--- src/rtl/alu_arbiter.sv ---
// alu_arbiter: shares one registered ALU between two requesters (req0 =
// execute datapath, req1 = address/branch unit). Round-robin on conflict,
// one operation in flight, tagged result with a locally derived zero flag.
// Optional build macro: ALU_ARB_STATS_EN enables saturating per-requester
// grant counters; when undefined, grant0_cnt/grant1_cnt are tied to zero.
module alu_arbiter #(
  parameter int WIDTH   = 16,
  parameter int OPW     = 3,
  parameter int ALU_LAT = 1
) (
  input  logic             clk,
  input  logic             rst,
  input  logic             req0_valid,
  output logic             req0_ready,
  input  logic [OPW-1:0]   req0_op,
  input  logic [WIDTH-1:0] req0_a,
  input  logic [WIDTH-1:0] req0_b,
  input  logic             req1_valid,
  output logic             req1_ready,
  input  logic [OPW-1:0]   req1_op,
  input  logic [WIDTH-1:0] req1_a,
  input  logic [WIDTH-1:0] req1_b,
  output logic [OPW-1:0]   alu_op,
  output logic [WIDTH-1:0] alu_a,
  output logic [WIDTH-1:0] alu_b,
  input  logic [WIDTH-1:0] alu_y,
  output logic             rsp_valid,
  output logic             rsp_id,
  output logic [WIDTH-1:0] rsp_y,
  output logic             rsp_z,
  output logic             busy,
  output logic [15:0]      grant0_cnt,
  output logic [15:0]      grant1_cnt
);

  typedef enum logic [1:0] {IDLE, EXEC, DONE} state_e;

  // Counter only needs to reach ALU_LAT-1; keep at least one bit.
  localparam int CW = (ALU_LAT < 2) ? 1 : $clog2(ALU_LAT);
  localparam logic [CW-1:0] CNT_LAST = CW'(ALU_LAT - 1);

  state_e           state_q, state_d;
  logic [OPW-1:0]   alu_op_q, alu_op_d;
  logic [WIDTH-1:0] alu_a_q, alu_a_d;
  logic [WIDTH-1:0] alu_b_q, alu_b_d;
  logic             id_q, id_d;
  logic             last_grant_q, last_grant_d;
  logic [CW-1:0]    cnt_q, cnt_d;
  logic             rsp_valid_q, rsp_valid_d;
  logic             rsp_id_q, rsp_id_d;
  logic [WIDTH-1:0] rsp_y_q, rsp_y_d;
  logic             rsp_z_q, rsp_z_d;
  logic             gnt0, gnt1;

  // Round-robin grant: a lone requester wins; on conflict the one not
  // granted last time wins. Ready only while IDLE.
  always_comb begin
    gnt0       = req0_valid & (~req1_valid | last_grant_q);
    gnt1       = req1_valid & (~req0_valid | ~last_grant_q);
    req0_ready = (state_q == IDLE) & gnt0;
    req1_ready = (state_q == IDLE) & gnt1;
  end

  // Next-state and datapath capture for the IDLE -> EXEC -> DONE sequence.
  always_comb begin
    // NOTE: every target gets a hold/default value first so no path leaves it
    // unassigned, which would otherwise infer a latch.
    state_d      = state_q;
    alu_op_d     = alu_op_q;
    alu_a_d      = alu_a_q;
    alu_b_d      = alu_b_q;
    id_d         = id_q;
    last_grant_d = last_grant_q;
    cnt_d        = cnt_q;
    rsp_valid_d  = 1'b0;
    rsp_id_d     = rsp_id_q;
    rsp_y_d      = rsp_y_q;
    rsp_z_d      = rsp_z_q;
    unique case (state_q)
      IDLE: begin
        if (req0_ready) begin
          alu_op_d     = req0_op;
          alu_a_d      = req0_a;
          alu_b_d      = req0_b;
          id_d         = 1'b0;
          last_grant_d = 1'b0;
          cnt_d        = '0;
          state_d      = EXEC;
        end else if (req1_ready) begin
          alu_op_d     = req1_op;
          alu_a_d      = req1_a;
          alu_b_d      = req1_b;
          id_d         = 1'b1;
          last_grant_d = 1'b1;
          cnt_d        = '0;
          state_d      = EXEC;
        end
      end
      EXEC: begin
        cnt_d = cnt_q + 1'b1;
        if (cnt_q == CNT_LAST) state_d = DONE;
      end
      DONE: begin
        rsp_valid_d = 1'b1;
        rsp_id_d    = id_q;
        rsp_y_d     = alu_y;
        rsp_z_d     = (alu_y == '0);
        state_d     = IDLE;
      end
      default: state_d = IDLE;
    endcase
  end

  // State register with synchronous reset; reset abandons any operation.
  always_ff @(posedge clk) begin
    // NOTE: non-blocking assignments so every flop samples pre-edge values.
    if (rst) begin
      state_q      <= IDLE;
      alu_op_q     <= '0;
      alu_a_q      <= '0;
      alu_b_q      <= '0;
      id_q         <= 1'b0;
      last_grant_q <= 1'b1;
      cnt_q        <= '0;
      rsp_valid_q  <= 1'b0;
      rsp_id_q     <= 1'b0;
      rsp_y_q      <= '0;
      rsp_z_q      <= 1'b0;
    end else begin
      state_q      <= state_d;
      alu_op_q     <= alu_op_d;
      alu_a_q      <= alu_a_d;
      alu_b_q      <= alu_b_d;
      id_q         <= id_d;
      last_grant_q <= last_grant_d;
      cnt_q        <= cnt_d;
      rsp_valid_q  <= rsp_valid_d;
      rsp_id_q     <= rsp_id_d;
      rsp_y_q      <= rsp_y_d;
      rsp_z_q      <= rsp_z_d;
    end
  end

  assign alu_op    = alu_op_q;
  assign alu_a     = alu_a_q;
  assign alu_b     = alu_b_q;
  assign rsp_valid = rsp_valid_q;
  assign rsp_id    = rsp_id_q;
  assign rsp_y     = rsp_y_q;
  assign rsp_z     = rsp_z_q;
  assign busy      = (state_q != IDLE);

`ifdef ALU_ARB_STATS_EN
  logic [15:0] grant0_cnt_q, grant0_cnt_d;
  logic [15:0] grant1_cnt_q, grant1_cnt_d;

  // Saturating handshake counters, one per requester.
  always_comb begin
    grant0_cnt_d = grant0_cnt_q;
    grant1_cnt_d = grant1_cnt_q;
    if (req0_ready && req0_valid && grant0_cnt_q != 16'hFFFF)
      grant0_cnt_d = grant0_cnt_q + 16'd1;
    if (req1_ready && req1_valid && grant1_cnt_q != 16'hFFFF)
      grant1_cnt_d = grant1_cnt_q + 16'd1;
  end

  // Counter registers, cleared by reset.
  always_ff @(posedge clk) begin
    if (rst) begin
      grant0_cnt_q <= '0;
      grant1_cnt_q <= '0;
    end else begin
      grant0_cnt_q <= grant0_cnt_d;
      grant1_cnt_q <= grant1_cnt_d;
    end
  end

  assign grant0_cnt = grant0_cnt_q;
  assign grant1_cnt = grant1_cnt_q;
`else
  assign grant0_cnt = 16'd0;
  assign grant1_cnt = 16'd0;
`endif

endmodule

--- config.mk ---
export PLATFORM = sky130hd
export DESIGN_NAME = alu_arbiter
export DESIGN_NICKNAME = d
export VERILOG_FILES = /design/src/rtl/alu_arbiter.sv
export SDC_FILE = /design/constraint.sdc
export NUM_CORES = 1
export LEC_CHECK = 0
export BUFFER_PORTS_ARGS = -buffer_cell sky130_fd_sc_hd__buf_2
export CAP_MARGIN = 5
export CELL_PAD_IN_SITES_DETAIL_PLACEMENT = 0
export CELL_PAD_IN_SITES_GLOBAL_PLACEMENT = 2
export CORE_MARGIN = 2
export CORE_UTILIZATION = 21
export CTS_BUF_LIST = sky130_fd_sc_hd__clkbuf_8 sky130_fd_sc_hd__clkbuf_16
export DETAILED_ROUTE_END_ITERATION = 10
export PLACE_DENSITY = 0.78
export SYNTH_ARGS = -nofsm -noshare
export SYNTH_HDL_FRONTEND = slang
export SYNTH_SLANG_ARGS = --single-unit
--- constraint.sdc ---
create_clock -name clk -period 1.7 [get_ports clk]
set_clock_uncertainty 0.15 [all_clocks]
set_input_delay 0.17 -clock clk [delete_from_list [all_inputs] [get_ports clk]]
set_output_delay 0.17 -clock clk [all_outputs]
set_load 0.005 [all_outputs]
==> impl_metrics.prom <==
# TYPE chip_impl_metric gauge
chip_impl_info{name="status",value="finished with violations"} 1
chip_impl_info{name="violations",value="setup timing"} 1
chip_impl_metric{name="worst_slack",unit="ns"} -0.0565
chip_impl_metric{name="vias_in_the_first_global_route",unit=""} 3235
chip_impl_metric{name="clkPwrFrac",unit="%"} 38.3
chip_impl_metric{name="setup.reg_to_reg.worst_slack",unit="ns"} -0.06
chip_impl_info{name="critical_path_start",value="state_q[1]"} 1
chip_impl_metric{name="remaining_drc_errors",unit=""} 0
chip_impl_info{name="cp-start-kind",value="flip-flop"} 1
chip_impl_metric{name="vertical_die_dimension",unit="µm"} 125
chip_impl_metric{name="worst-path-buf-inv",unit=""} 3
chip_impl_metric{name="wirelength",unit="mm"} 11.3
chip_impl_metric{name="synth_cell_types",unit=""} 29
chip_impl_metric{name="post_synth_mux_area_share",unit="%"} 0
chip_impl_info{name="r2r_end",value="alu_op[1]"} 1
chip_impl_metric{name="timing.critical_path.required",unit="ns"} 1.78
chip_impl_metric{name="antenna_violating_nets_post_route",unit=""} 0
chip_impl_metric{name="drt_pass1_iterations",unit=""} 4
chip_impl_metric{name="ys_seq_elements",unit=""} 59
chip_impl_metric{name="grt.overflow.total",unit=""} 0
chip_impl_metric{name="synth_xor_xnor_area_share",unit="%"} 0
chip_impl_metric{name="design.core.area",unit="µm²"} 14400
chip_impl_info{name="cts_tree",value="done"} 1
chip_impl_info{name="setup.worst_path.end_class",value="flip-flop"} 1
chip_impl_metric{name="seq_power_share",unit="%"} 34.1
chip_impl_metric{name="stdcell_count",unit=""} 715
chip_impl_metric{name="final_hold_viol_count",unit=""} 0
chip_impl_metric{name="gp_congestion",unit=""} 0.773
chip_impl_info{name="synth_top_family_by_area",value="compound AO/OA/AOI/OAI gates"} 1
chip_impl_metric{name="placedCellCount",unit=""} 664
chip_impl_info{name="timing.hold.worst.class",value="in -> reg"} 1
chip_impl_info{name="critical_path_class",value="reg -> reg"} 1
chip_impl_metric{name="maxClockFrequency",unit="MHz"} 569
chip_impl_metric{name="post-dp-hpwl",unit="mm"} 7.12
chip_impl_metric{name="syn_area_per_cell",unit="µm²"} 8.72
chip_impl_info{name="rsz_0062_raised_after_global_routing",value="yes"} 1
chip_impl_info{name="cp_cell_sequence",value="nor2_4 > inv_2 > or3_4 > buf_12 > buf_4 > a311oi_2"} 1
chip_impl_metric{name="cp_max_fo",unit=""} 16
chip_impl_metric{name="critPathMaxStageDelay",unit="ns"} 0.38
chip_impl_metric{name="total_leakage_power",unit="nW"} 2.00
chip_impl_metric{name="die_area",unit="µm²"} 15600
chip_impl_metric{name="p_int",unit="mW"} 3.35
chip_impl_metric{name="std_cell_rows",unit=""} 44
chip_impl_metric{name="synthesis.yosys.warnings",unit=""} 0
chip_impl_info{name="clockRootBuffer",value="clkbuf_16"} 1
chip_impl_metric{name="die_width",unit="µm"} 125
chip_impl_metric{name="seq_area_frac_synth",unit="%"} 38.6
chip_impl_metric{name="mappedNetlistArea",unit="µm²"} 3060
chip_impl_metric{name="worst-path-stages",unit=""} 6
chip_impl_metric{name="floorplan.initialDensity",unit="%"} 21.3
chip_impl_metric{name="dpl-instance-area",unit="µm²"} 3980
chip_impl_metric{name="post-route-min-period",unit="ns"} 1.76
chip_impl_metric{name="filler_cell_count",unit=""} 1519
chip_impl_metric{name="post_synth_fa_ha_maj_area_fraction",unit="%"} 0
chip_impl_metric{name="max_cap_viol_count",unit=""} 0
chip_impl_info{name="timing.critical_path.to",value="alu_op[1]"} 1
chip_impl_info{name="leading_cell_types_in_the_layout_fill_and_taps_excluded",value="buf_2, dfxtp_1, nor4_1, o21ai_0"} 1
chip_impl_metric{name="synth_compound_gate_area_share",unit="%"} 26.5
chip_impl_metric{name="number_of_antenna_violations_at_the_first_check_in_global_routing",unit=""} 0
chip_impl_metric{name="finish.net_count",unit=""} 617
chip_impl_metric{name="insertion_delay",unit="ns"} 0.32
chip_impl_info{name="crit-reg2reg-launch",value="state_q[1]"} 1
chip_impl_metric{name="floorplan.io_pins",unit=""} 179
chip_impl_metric{name="worst_r2r_path_depth",unit=""} 6
chip_impl_metric{name="cts.sink_count",unit=""} 59
chip_impl_metric{name="hold_slack",unit="ns"} 0.0125
chip_impl_metric{name="cts_made_buffers",unit=""} 9
chip_impl_metric{name="finalSetupViolations",unit=""} 16
chip_impl_metric{name="p_sw",unit="mW"} 1.36
chip_impl_metric{name="placement.io_buffers",unit=""} 146
chip_impl_metric{name="num_antenna_cells",unit=""} 0
chip_impl_metric{name="synth_cells",unit=""} 351
chip_impl_info{name="crit_family",value="simple AND/OR/NAND/NOR gates"} 1
chip_impl_info{name="critical-path-slowest-cell",value="or3_4"} 1
chip_impl_metric{name="grt_first_pass_wirelength",unit="mm"} 16.9
chip_impl_metric{name="critPathArrivalTime",unit="ns"} 1.84
chip_impl_metric{name="yosys.area_share.simple",unit="%"} 20.8
chip_impl_metric{name="groute.usage.overall",unit="%"} 13.3
chip_impl_metric{name="h_tree_level_count",unit=""} 3
chip_impl_metric{name="clkTransAtPathRegs",unit="ns"} 0.05
chip_impl_metric{name="area_growth_syn_to_layout",unit="%"} 55.3
chip_impl_metric{name="ir_worst_vdd",unit="mV"} 0.510
chip_impl_metric{name="fraction_of_layout_cells_with_a_size_suffix_above_1",unit="%"} 45.0
chip_impl_metric{name="dr.first_iter.drc_count",unit=""} 145
chip_impl_metric{name="pwr-share-comb",unit="%"} 27.6
chip_impl_metric{name="switching_share",unit="%"} 28.9
chip_impl_metric{name="pin_count_of_the_biggest_net_entering_global_routing",unit=""} 41
chip_impl_metric{name="report.final.slew_viol_count",unit=""} 0
chip_impl_metric{name="detail_route.wl_per_cell",unit="µm"} 15.8
chip_impl_metric{name="finish.instance_area",unit="µm²"} 4760
chip_impl_metric{name="fin_crit_sh",unit="%"} 103
chip_impl_metric{name="via_count",unit=""} 3361
chip_impl_info{name="mostFrequentLayoutCell",value="buf_2"} 1
chip_impl_metric{name="power_density_relative_to_cell_area",unit="nW/µm²"} 989
chip_impl_metric{name="via_density_per_instance",unit=""} 4.70
chip_impl_metric{name="cts.path.max_buffers",unit=""} 2
## worst register-to-register path, cell delays in order, from the launching register on
cell	delay [ns]
dfxtp_2	0.33
nor2_4	0.11
inv_2	0.04
or3_4	0.38
buf_12	0.14
buf_4	0.22
a311oi_2	0.30
## synth_stat cells
master | count | area, µm²
a211o_1 | 1 | 8.76
a21bo_2 | 1 | 10.0
a21boi_2 | 1 | 11.3
a21oi_1 | 19 | 95.1
a311oi_1 | 6 | 52.6
a311oi_2 | 29 | 435
a41o_1 | 1 | 10.0
buf_1 | 1 | 3.75
buf_4 | 32 | 240
buf_6 | 4 | 45.0
clkbuf_1 | 33 | 124
conb_1 | 1 | 3.75
dfxtp_1 | 59 | 1180
inv_1 | 1 | 3.75
inv_2 | 3 | 11.3
nand2_1 | 35 | 131
nand2b_1 | 1 | 6.26
nand3_1 | 35 | 175
nor2_1 | 2 | 7.51
nor2_4 | 1 | 11.3
nor2b_1 | 3 | 18.8
nor3_1 | 1 | 5.00
nor3b_1 | 2 | 15.0
nor4_1 | 38 | 238
o21ai_0 | 36 | 180
o31ai_1 | 1 | 7.51
or3_1 | 1 | 6.26
or3b_2 | 1 | 8.76
or4_1 | 2 | 15.0
## worst min path at each step
| stage | startpoint | endpoint | slack (ns) | cells after the start |
|---|---|---|---|---|
| after floorplan | alu_y[0] | rsp_y[0] | 0.16 | 2 |
| after global placement | alu_y[11] | rsp_y[11] | 0.28 | 3 |
| after detailed placement | alu_y[4] | rsp_y[4] | 0.28 | 3 |
| after CTS | req1_a[9] | alu_a[9] | 0.0003 | 3 |
| after global routing | req1_a[3] | alu_a[3] | 0.005 | 3 |
| final | req1_a[3] | alu_a[3] | 0.01 | 3 |
## metrics by stage
| step | total power [mW] | TNS (ns) | util (%) | worst slack (ns) |
|---|---|---|---|---|
| after floorplan | 2.26 | 0 | - | 0.00213 |
| after global placement | 2.67 | 0 | 27.7 | 0.0374 |
| after detailed placement | 2.69 | -0.00146 | 27.7 | -0.00146 |
| after CTS | 4.63 | -0.815 | 32.0 | -0.108 |
| after global routing | 4.95 | -1.66 | 33.1 | -0.118 |
| final | 4.71 | -0.327 | 33.1 | -0.0565 |
## power groups by stage
stage | combinational, mW | sequential, mW | clock, mW
global placement | 1.04 | 1.63 | 0
global route | 1.40 | 1.63 | 1.92
CTS | 1.16 | 1.61 | 1.86
detailed placement | 1.06 | 1.63 | 0
floorplan | 0.627 | 1.63 | 0
finish | 1.30 | 1.61 | 1.80
## final cells by class
cell class	count	area [µm²]	share of cell area [%]
Clock buffer	11	253	5.31
Inverter	4	20.0	0.421
Timing Repair Buffer	204	1410	29.7
Clock inverter	4	42.5	0.895
Sequential cell	59	1180	24.9
Tap cell	184	230	4.84
Multi-Input combinational cell	249	1610	33.9
## state kept, by name (all words and copies together), names as in the netlist
register	cells
cnt_q	1
alu_b	16
rsp_id	1
state_q	2
rsp_valid	1
rsp_z	1
alu_op	3
last_grant_q	1
alu_a	16
id_q	1
rsp_y	16
## kinds of logic (layout without fill, tap and decap cells)
group                  Yosys count  after routing
AOI/OAI and AO/OA               95             95
buffers and inverters           74            223
DFF                             59             59
other                            1             32
and+or+nand+nor                122            122
## what timing repair did
item,in CTS,in global routing
gates cloned,1,3
hold endpoints to repair,24,0
gates resized for setup,7,13
pin swaps,3,3
endpoints found under the setup margin,5,37
buffers inserted,4,5
hold buffers,24,0
## layer usage
| layer | vias to the layer above | global-route usage [%] | wire, µm |
|---|---|---|---|
| met5 | - | 0 | 0 |
| met4 | 0 | 3.50 | 82 |
| met3 | 9 | 3.31 | 734 |
| met2 | 155 | 21.5 | 5090 |
| met1 | 1595 | 17.8 | 5400 |
| li1 | 1602 | - | - |
No activity file was read; power rests on OpenSTA's default activity.
